$ cat config.mk
export PLATFORM = sky130hd
export DESIGN_NAME = mem_bist_march_ctrl
export DESIGN_NICKNAME = d
export VERILOG_FILES = /design/src/rtl/mem_bist_march_ctrl.sv
export SDC_FILE = /design/constraint.sdc
export NUM_CORES = 1
export LEC_CHECK = 0
export BUFFER_PORTS_ARGS = -buffer_cell sky130_fd_sc_hd__buf_2
export CAP_MARGIN = 20
export CORE_UTILIZATION = 31
export DETAILED_ROUTE_END_ITERATION = 16
export GPL_TIMING_DRIVEN = 1
export HOLD_SLACK_MARGIN = 0.1
export PLACE_DENSITY = 0.66
export REMOVE_ABC_BUFFERS = 1
export SYNTH_ARGS = -nofsm -noshare
export SYNTH_HDL_FRONTEND = slang
export SYNTH_SLANG_ARGS = --single-unit
$ cat constraint.sdc
create_clock -name bist_clk -period 2.7 [get_ports bist_clk]
set_input_delay 0.54 -clock bist_clk [delete_from_list [all_inputs] [get_ports bist_clk]]
set_output_delay 0.54 -clock bist_clk [all_outputs]
set_load 0.02 [all_outputs]
$ cat src/rtl/mem_bist_march_ctrl.sv
// March C- BIST controller for a single-port memory macro.
// Drives one memory operation per cycle and checks read data through an RD_LAT-deep compare pipeline.
module mem_bist_march_ctrl #(
   parameter int                ADDR_W = 4,
   parameter int                DEPTH  = 16,
   parameter int                DATA_W = 64,
   parameter int                RD_LAT = 1,
   parameter logic [DATA_W-1:0] BG_PAT = DATA_W'({DATA_W{2'b01}}),
   parameter int                FCNT_W = 8
) (
   input  logic              bist_clk,
   input  logic              bist_reset_n,
   input  logic              bist_on,
   output logic              bist_en,
   output logic              bist_we,
   output logic [ADDR_W-1:0] bist_addr,
   output logic [DATA_W-1:0] bist_wr_data,
   input  logic [DATA_W-1:0] bist_rd_data,
   output logic              bist_busy,
   output logic              bist_done,
   output logic              bist_fail,
   output logic [ADDR_W-1:0] bist_fail_addr,
   output logic [FCNT_W-1:0] bist_fail_cnt
);

   localparam logic [ADDR_W-1:0] LAST_ADDR  = ADDR_W'(DEPTH - 1);
   localparam logic [1:0]        FLUSH_LAST = 2'(RD_LAT - 1);

   typedef enum logic [1:0] {S_IDLE, S_RUN, S_FLUSH, S_DONE} state_t;

   state_t              state_q, state_d;
   logic [2:0]          elem_q, elem_d;
   logic                op_q, op_d;
   logic [ADDR_W-1:0]   addr_q, addr_d;
   logic [1:0]          flush_cnt_q, flush_cnt_d;
   logic                en_q, en_d;
   logic                we_q, we_d;
   logic [DATA_W-1:0]   wr_data_q, wr_data_d;
   logic [DATA_W-1:0]   rd_exp_q, rd_exp_d;
   logic                busy_q, busy_d;
   logic                done_q, done_d;
   logic                fail_q;
   logic [ADDR_W-1:0]   fail_addr_q;
   logic [FCNT_W-1:0]   fail_cnt_q;

   logic                last_op, desc, at_end, issue, start, abort, mismatch;

   logic                pipe_vld_q  [RD_LAT];
   logic [ADDR_W-1:0]   pipe_addr_q [RD_LAT];
   logic [DATA_W-1:0]   pipe_exp_q  [RD_LAT];

   // Elements 3 and 4 walk downwards; elements 0 and 5 have a single operation.
   assign desc    = (elem_q == 3'd3) || (elem_q == 3'd4);
   assign last_op = (elem_q == 3'd0) || (elem_q == 3'd5) || op_q;
   assign at_end  = desc ? (addr_q == '0) : (addr_q == LAST_ADDR);
   assign start   = (state_q == S_IDLE) && bist_on;
   assign abort   = ((state_q == S_RUN) || (state_q == S_FLUSH)) && !bist_on;

   always_comb begin
      state_d     = state_q;
      elem_d      = elem_q;
      op_d        = op_q;
      addr_d      = addr_q;
      flush_cnt_d = flush_cnt_q;
      issue       = 1'b0;
      en_d        = 1'b0;
      we_d        = 1'b0;
      wr_data_d   = '0;
      rd_exp_d    = '0;
      case (state_q)
         S_IDLE: begin
            if (bist_on) begin
               state_d = S_RUN;
               elem_d  = 3'd0;
               op_d    = 1'b0;
               addr_d  = '0;
               issue   = 1'b1;
            end
         end
         S_RUN: begin
            if (!bist_on) begin
               state_d = S_IDLE;
               elem_d  = 3'd0;
               op_d    = 1'b0;
               addr_d  = '0;
            end else if (!last_op) begin
               op_d  = 1'b1;
               issue = 1'b1;
            end else if (!at_end) begin
               op_d   = 1'b0;
               addr_d = desc ? (addr_q - ADDR_W'(1)) : (addr_q + ADDR_W'(1));
               issue  = 1'b1;
            end else if (elem_q == 3'd5) begin
               state_d     = S_FLUSH;
               addr_d      = '0;
               flush_cnt_d = 2'd0;
            end else begin
               elem_d = elem_q + 3'd1;
               op_d   = 1'b0;
               addr_d = ((elem_q == 3'd2) || (elem_q == 3'd3)) ? LAST_ADDR : '0;
               issue  = 1'b1;
            end
         end
         S_FLUSH: begin
            if (!bist_on) begin
               state_d = S_IDLE;
            end else if (flush_cnt_q == FLUSH_LAST) begin
               state_d = S_DONE;
            end else begin
               flush_cnt_d = flush_cnt_q + 2'd1;
            end
         end
         S_DONE: begin
            if (!bist_on) begin
               state_d = S_IDLE;
            end
         end
         default: state_d = S_IDLE;
      endcase
      // Op 0 of elements 1..5 is a read; everything else writes the complement of what was read.
      if (issue) begin
         en_d = 1'b1;
         if ((elem_d != 3'd0) && !op_d) begin
            rd_exp_d = ((elem_d == 3'd2) || (elem_d == 3'd4)) ? ~BG_PAT : BG_PAT;
         end else begin
            we_d      = 1'b1;
            wr_data_d = ((elem_d == 3'd1) || (elem_d == 3'd3)) ? ~BG_PAT : BG_PAT;
         end
      end
   end

   assign busy_d = (state_d == S_RUN) || (state_d == S_FLUSH);
   assign done_d = (state_d == S_DONE);

   always_ff @(posedge bist_clk or negedge bist_reset_n) begin
      if (!bist_reset_n) begin
         state_q     <= S_IDLE;
         elem_q      <= 3'd0;
         op_q        <= 1'b0;
         addr_q      <= '0;
         flush_cnt_q <= 2'd0;
         en_q        <= 1'b0;
         we_q        <= 1'b0;
         wr_data_q   <= '0;
         rd_exp_q    <= '0;
         busy_q      <= 1'b0;
         done_q      <= 1'b0;
      end else begin
         state_q     <= state_d;
         elem_q      <= elem_d;
         op_q        <= op_d;
         addr_q      <= addr_d;
         flush_cnt_q <= flush_cnt_d;
         en_q        <= en_d;
         we_q        <= we_d;
         wr_data_q   <= wr_data_d;
         rd_exp_q    <= rd_exp_d;
         busy_q      <= busy_d;
         done_q      <= done_d;
      end
   end

   genvar gi;
   for (gi = 0; gi < RD_LAT; gi++) begin : g_pipe
      if (gi == 0) begin : g_head
         always_ff @(posedge bist_clk or negedge bist_reset_n) begin
            if (!bist_reset_n) begin
               pipe_vld_q[0]  <= 1'b0;
               pipe_addr_q[0] <= '0;
               pipe_exp_q[0]  <= '0;
            end else begin
               pipe_vld_q[0]  <= en_q && !we_q && !abort;
               pipe_addr_q[0] <= addr_q;
               pipe_exp_q[0]  <= rd_exp_q;
            end
         end
      end else begin : g_tail
         always_ff @(posedge bist_clk or negedge bist_reset_n) begin
            if (!bist_reset_n) begin
               pipe_vld_q[gi]  <= 1'b0;
               pipe_addr_q[gi] <= '0;
               pipe_exp_q[gi]  <= '0;
            end else begin
               pipe_vld_q[gi]  <= pipe_vld_q[gi-1] && !abort;
               pipe_addr_q[gi] <= pipe_addr_q[gi-1];
               pipe_exp_q[gi]  <= pipe_exp_q[gi-1];
            end
         end
      end
   end

   assign mismatch = pipe_vld_q[RD_LAT-1] && (bist_rd_data != pipe_exp_q[RD_LAT-1]);

   always_ff @(posedge bist_clk or negedge bist_reset_n) begin
      if (!bist_reset_n) begin
         fail_q      <= 1'b0;
         fail_addr_q <= '0;
         fail_cnt_q  <= '0;
      end else if (start) begin
         fail_q      <= 1'b0;
         fail_addr_q <= '0;
         fail_cnt_q  <= '0;
      end else if (mismatch) begin
         fail_q <= 1'b1;
         if (!fail_q) begin
            fail_addr_q <= pipe_addr_q[RD_LAT-1];
         end
         if (fail_cnt_q != '1) begin
            fail_cnt_q <= fail_cnt_q + FCNT_W'(1);
         end
      end
   end

   assign bist_en        = en_q;
   assign bist_we        = we_q;
   assign bist_addr      = addr_q;
   assign bist_wr_data   = wr_data_q;
   assign bist_busy      = busy_q;
   assign bist_done      = done_q;
   assign bist_fail      = fail_q;
   assign bist_fail_addr = fail_addr_q;
   assign bist_fail_cnt  = fail_cnt_q;

endmodule
Word level (Yosys, flattened, before mapping)
Cells that the tools add are included.
Widths: inputs -> output; s select.
{"block": "totals", "wordCells": 139, "in_bits": 67, "regBits": 226, "output_inout_bits": 85}
{"block": "classes", "n_addsub": 5, "n_reduce_logical": 31, "n_mux": 60, "n_eq_ne": 26}
{"operator": "$mux 64", "count": 6}
{"operator": "$ne 64x64->1", "count": 1}
{"operator": "$mux 4", "count": 10}
{"operator": "$mux 2", "count": 14}
{"operator": "$mux 8", "count": 3}
{"operator": "$mux 1", "count": 16}
{"operator": "$mux 3", "count": 5}
{"operator": "$eq 3x2->1 const B", "count": 4}
{"operator": "$ne 2x2->1 const B", "count": 6}
{"operator": "$eq 3x3->1 const B", "count": 3}
{"operator": "$add 8x1->8 const B", "count": 1}
{"operator": "$eq 2x2->1 const B", "count": 4}
{"operator": "$logic_or 1x1->1", "count": 8}
{"operator": "$ne 8x8->1 const B", "count": 1}
{"operator": "$pmux 2 s4", "count": 1}
{"operator": "$pmux 4 s2", "count": 1}
{"operator": "$reduce_bool 2->1", "count": 4}
{"operator": "$reduce_and 7->1", "count": 1}
{"operator": "$logic_and 1x1->1", "count": 6}
{"operator": "$pmux 3 s2", "count": 1}
{"operator": "$add 4x1->4 const B", "count": 1}
{"operator": "$eq 2x1->1 const B", "count": 2}
{"operator": "$eq 4x4->1 const B", "count": 1}
{"operator": "$logic_not 1->1", "count": 4}
{"operator": "14 further kinds", "count": 18}

Longest topological paths before layout
{"block": "depth", "depth_word": 12, "mapped_depth": 10}

Least setup slack after synthesis
Ideal clock, no wire load.
{"block": "synth_timing", "path_type": "in2reg", "from": "in bist_rd_data[28]", "to": "reg fail_q (netlist: bist_fail)", "required_time_ns": 2.581, "path_buffers": 0, "path_stages": 6, "path_slack_ns": 0.329, "arrival_ns": 2.252, "path_cell_list": "or4_1 nor4_1 o22ai_1 or4_4 and2_4 o21a_1"}
{"block": "synth_via", "elab_chain_cells": 3}
{"element": "start, declared", "line_no": "18", "text": "input logic [DATA_W-1:0] bist_rd_data,"}
{"element": "$ne 64x64->1", "line_no": "192", "text": "assign mismatch = pipe_vld_q[RD_LAT-1] && (bist_rd_data != pipe_exp_q[RD_LAT-1]);"}
{"element": "$logic_and 1x1->1", "line_no": "192"}
{"element": "$reduce_bool 2->1 (no line)"}
{"element": "end signal, assigned", "line_no": "196", "text": "fail_q <= 1'b0;"}
{"element": "end signal, assigned", "line_no": "200", "text": "fail_q <= 1'b0;"}
{"element": "end signal, assigned", "line_no": "204", "text": "fail_q <= 1'b1;"}
{"element": "end, declared", "line_no": "42", "text": "logic fail_q;"}
Every way passes these cells.
A chain may end at the register's enable or synchronous reset.

Worst setup path in the final report
{"block": "layout_timing", "from": "reg elem_q[0]", "to": "reg wr_data_q[62] (netlist: bist_wr_data[62])"}
{"block": "layout_via", "elab_chain_cells": 12, "word_cells_on_any_way": 34}
{"element": "start, declared", "line_no": "32", "text": "logic [2:0] elem_q, elem_d;"}
{"element": "start signal, assigned", "line_no": "150", "text": "elem_q <= elem_d;"}
{"element": "parallel branches: the longest is 4 deep, another holds $add 3x1->3"}
{"element": "$mux 3 *", "line_no": "86", "text": "end else if (!last_op) begin"}
{"element": "$mux 3 *", "line_no": "81", "text": "if (!bist_on) begin"}
{"element": "$pmux 3 s2 *", "line_no": "70", "text": "case (state_q)"}
{"element": "via elem_d[2]", "line_no": "32"}
{"element": "$eq 3x1->1 / $eq 3x2->1 (equally long branches)", "line_no": "127", "text": "wr_data_d = ((elem_d == 3'd1) || (elem_d == 3'd3)) ? ~BG_PAT : BG_PAT;"}
{"element": "$logic_or 1x1->1", "line_no": "127"}
{"element": "$mux 64", "line_no": "127"}
{"element": "$mux 64 *", "line_no": "123", "text": "if ((elem_d != 3'd0) && !op_d) begin"}
{"element": "$mux 64 *", "line_no": "121", "text": "if (issue) begin"}
{"element": "end signal, assigned", "line_no": "156", "text": "wr_data_q <= wr_data_d;"}
{"element": "end, declared", "line_no": "38", "text": "logic [DATA_W-1:0] wr_data_q, wr_data_d;"}
Mark *: on every way through the listed nets, which the timed path passes.

==> results.md <==
* Primary FF master, synth: dfrtp_1
* Inst Count DP at 549
* IO Pins at ~150
* Crit path max-delay family: compound AO/OA/AOI/OAI gates
* Post-synthesis simple-gate area fraction at 24.8%
* Post-synth EDFFs at 0
* Multi-input gate area at around 0.0014 mm^2
* Die area at 0.00993 mm^2
* Unrepaired setup endpoints after global routing: false
* Arrival time at the worst endpoint at about 2.8 ns
* Fin. max-slew vios at 0
* DP HPWL at about 5100 um
* Fillers at 974
* Setup TNS Final at 0 ns
* Hold_buf cts at 0
* Slew of the pin with the lowest slew margin at between 0.8 and 0.9 ns
* Asr flop ratio synth at 100%
* Port Buf Inserts at about 150
* Row count at 35
* Post-CTS setup buffers at 0
* Post-route DRC violation count at 0
* Slowest stage cell, crit path: dfrtp_2
* CTS tree: built
* H-tree Lvls at 2
* Layout Skew at between 0.002 and 0.003 ns
* CP Max Fanout at 7
* Post-Layout Cell Count at around 560
* Mux cell area share after synthesis at roughly 2.5%
* Min cycle time layout at 2.59 ns
* ANT cells at 0
* Commonest cells after routing, fill and taps aside: buf_2, dfrtp_1, nand2_1, inv_1
* Die width at about 100 um
* Number of synthesized register bits at 40
* Sink Count at 40
* Power Dens Cells at approximately 880 mW/mm^2
* Final GP Congestion at 0.901
* Peak VDD IR at between 0.6 and 0.7 mV
* Register area share after synthesis at 33.9%
* Grt total ovfl at 0
* DR WL/cell at ~12 um
* Worst path bufs/invs at 2
* Fin. Hold Viols at 0
* Min-Delay Path Class: flip-flop to flip-flop
* Pleak at around 0.0018 uW
* # nets final at between 500 and 600
* Synth Cell Area at 0.00296 mm^2
* Status: completed
* R2R Setup Slk at approximately 0.11 ns
* Tcrit/Tclk final at a little over nine tenths
* Max Clock Freq at just under 400 MHz
* First-pass DRT Iterations at 4
* Max_slew headroom at between 40 and 50%
* Iter 0 DRT Violations at between 90 and 100
* Initial core utilization at roughly a third
* Vias/cell at 4.82
* Gate Count Post-Synth at 330
* Die Ht at between 90 and 100 um
* DRT Wirelength at 6460 um
* Maximum capacitance violations at 0
* Compound-Gate Fraction of Synth Area at about 14%
* Layout cells sized above 1 at approximately 40%
* First-pass GRT wire length at between 10000 and 15000 um
* Yosys cell types at between 50 and 60
* CTS max path bufs at 2
* Initial antenna violation count at 0
* Crit Path Class: flip-flop to flip-flop
* Reg area at around 0.001 mm^2
* Largest net degree at the start of global routing at between 40 and 50
* Most common cell after layout, fill and taps aside: buf_2
* Syn Area/Cell at between 8 and 9 um^2
* Layout area overhead at 19.3%
* Worst path cell trace: inv_1 -> ha_1 -> mux2_4 -> inv_2 -> a41oi_4 -> or2_1 -> o221a_2 -> a31o_1 -> a211oi_2
* Critical path startpoint category: flip-flop
* Num CTS Buffers at 5
* Setup violations, final at 0
* GRT Util Overall at roughly an eighth
* Clock slew at reported path FFs at roughly 0.080 ns
* Synth Area in Adders at under 10%
* Skew-Pair Late Insertion Delay at between 0.2 and 0.3 ns
* Synth Area in XOR/XNOR at less than 1%
* Setup crit end kind: flip-flop
* Critical path required time at ~2.9 ns
* Antenna Violating Nets Remaining at 0
* Core area at 0.00924 mm^2
* Largest family of logic cells by synthesized area: simple AND/OR/NAND/NOR gates
* CP peak stage delay at between 0.4 and 0.5 ns
* Via count at ~2700
* Ys Warns at 0
* CTS Root Cell: clkbuf_8
* Number of global-route vias before repair at approximately 2400
==> power by group <==
part / total, uW / switching, uW / internal (uW)
combinational: 1730 / 1130 / 602
clock: 410 / 202 / 209
sequential: 953 / 206 / 747
total: 3090 / 1540 / 1560
==> per-stage QoR <==
stage | hold WS (ns) | utilization [%] | power, uW | instance area [um^2] | setup slack, ns
2_1_floorplan | 0.244 | - | 1930 | 2480 | -1.94
3_3_place_gp | 0.334 | 37.0 | 2660 | 3420 | 0.106
3_5_place_dp | 0.336 | 37.0 | 2690 | 3420 | 0.0669
4_1_cts | 0.354 | 38.0 | 3110 | 3510 | 0.0805
5_1_grt | 0.366 | 38.2 | 3310 | 3530 | 0.00175
6_report | 0.350 | 38.2 | 3090 | 3530 | 0.114
==> flip-flops by register name, indices dropped and copies added, names as in the netlist <==
name / cells
bist_fail_cnt: 8
bist_addr: 4
bist_fail_addr: 4
pipe_addr_q: 4
elem_q: 3
bist_wr_data: 2
flush_cnt_q: 2
pipe_exp_q: 2
rd_exp_q: 2
state_q: 2
bist_busy: 1
bist_done: 1
bist_en: 1
bist_fail: 1
bist_we: 1
op_q: 1
pipe_vld_q: 1
==> path summary, 6_finish.rpt <==
kind,from,end,cells past startpoint
setup / recovery,elem_q[0],bist_wr_data[62],9
hold / removal,rd_exp_q[62],pipe_exp_q[62],0
setup reg to reg,elem_q[0],bist_wr_data[62],9
min in group asynchronous,bist_reset_n,bist_fail_cnt[2],1
max in group asynchronous,bist_reset_n,elem_q[0],1
hold reg to reg,rd_exp_q[62],pipe_exp_q[62],0
==> routing by layer <==
metal / wire length [um] / global-route usage, % / share of wire (%)
met1: 2800 / 15.1 / 43
met2: 3070 / 23.1 / 48
met3: 539 / 3.44 / 8.3
met4: 47 / 3.17 / 0.73
met5: 0 / 0 / 0
==> layout make-up <==
type | instances | area share [%]
Multi-Input combinational cell | 209 | 40.5
Timing Repair Buffer | 155 | 22.3
Sequential cell | 40 | 28.4
Inverter | 16 | 1.70
Tap cell | 129 | 4.58
Clock buffer | 8 | 2.55
==> cells by family (layout without fill, tap and decap cells) <==
kind of cell / count (synthesis) / after routing
AND/OR/NAND/NOR: 130 / 130
buffers and inverters: 81 / 179
AO/OA/AOI/OAI: 57 / 57
flip-flops: 40 / 40
adder cells (fa/ha/maj): 13 / 13
multiplexers: 7 / 7
XOR/XNOR: 2 / 2
==> worst register-to-register path, stage by stage, from the launching register on <==
cell,delay (ns)
dfrtp_2,0.41
inv_1,0.09
ha_1,0.22
mux2_4,0.29
inv_2,0.12
a41oi_4,0.20
or2_1,0.34
o221a_2,0.36
a31o_1,0.24
a211oi_2,0.23
==> timing repair <==
action                     in CTS  in global routing
hold endpoints to repair        0                  0
gates resized for setup         0                  4
setup endpoints to repair       0                  4
==> synthesized netlist by cell type (2+ instances only) <==
library cell	instances	share of area, %
a211o_1	2	0.59
a211oi_1	3	0.76
a21o_1	2	0.51
a21oi_1	11	1.9
a22o_1	3	0.89
a31oi_1	2	0.42
and2_1	6	1.3
and3_1	2	0.42
buf_4	63	16
clkbuf_1	2	0.25
dfrtp_1	40	34
ha_1	12	5.1
inv_1	15	1.9
mux2i_1	6	2.0
nand2_1	34	4.3
nand2b_1	3	0.63
nand3_1	13	2.2
nand4_1	10	2.1
nor2_1	5	0.63
nor2b_1	3	0.63
nor3_1	13	2.2
nor4_1	7	1.5
nor4_2	2	0.85
o21a_1	4	1.0
o21ai_0	10	1.7
o22ai_1	4	0.85
o31ai_1	3	0.76
or3_1	12	2.5
or4_1	9	2.3
No activity file was read; power rests on OpenSTA's default activity.
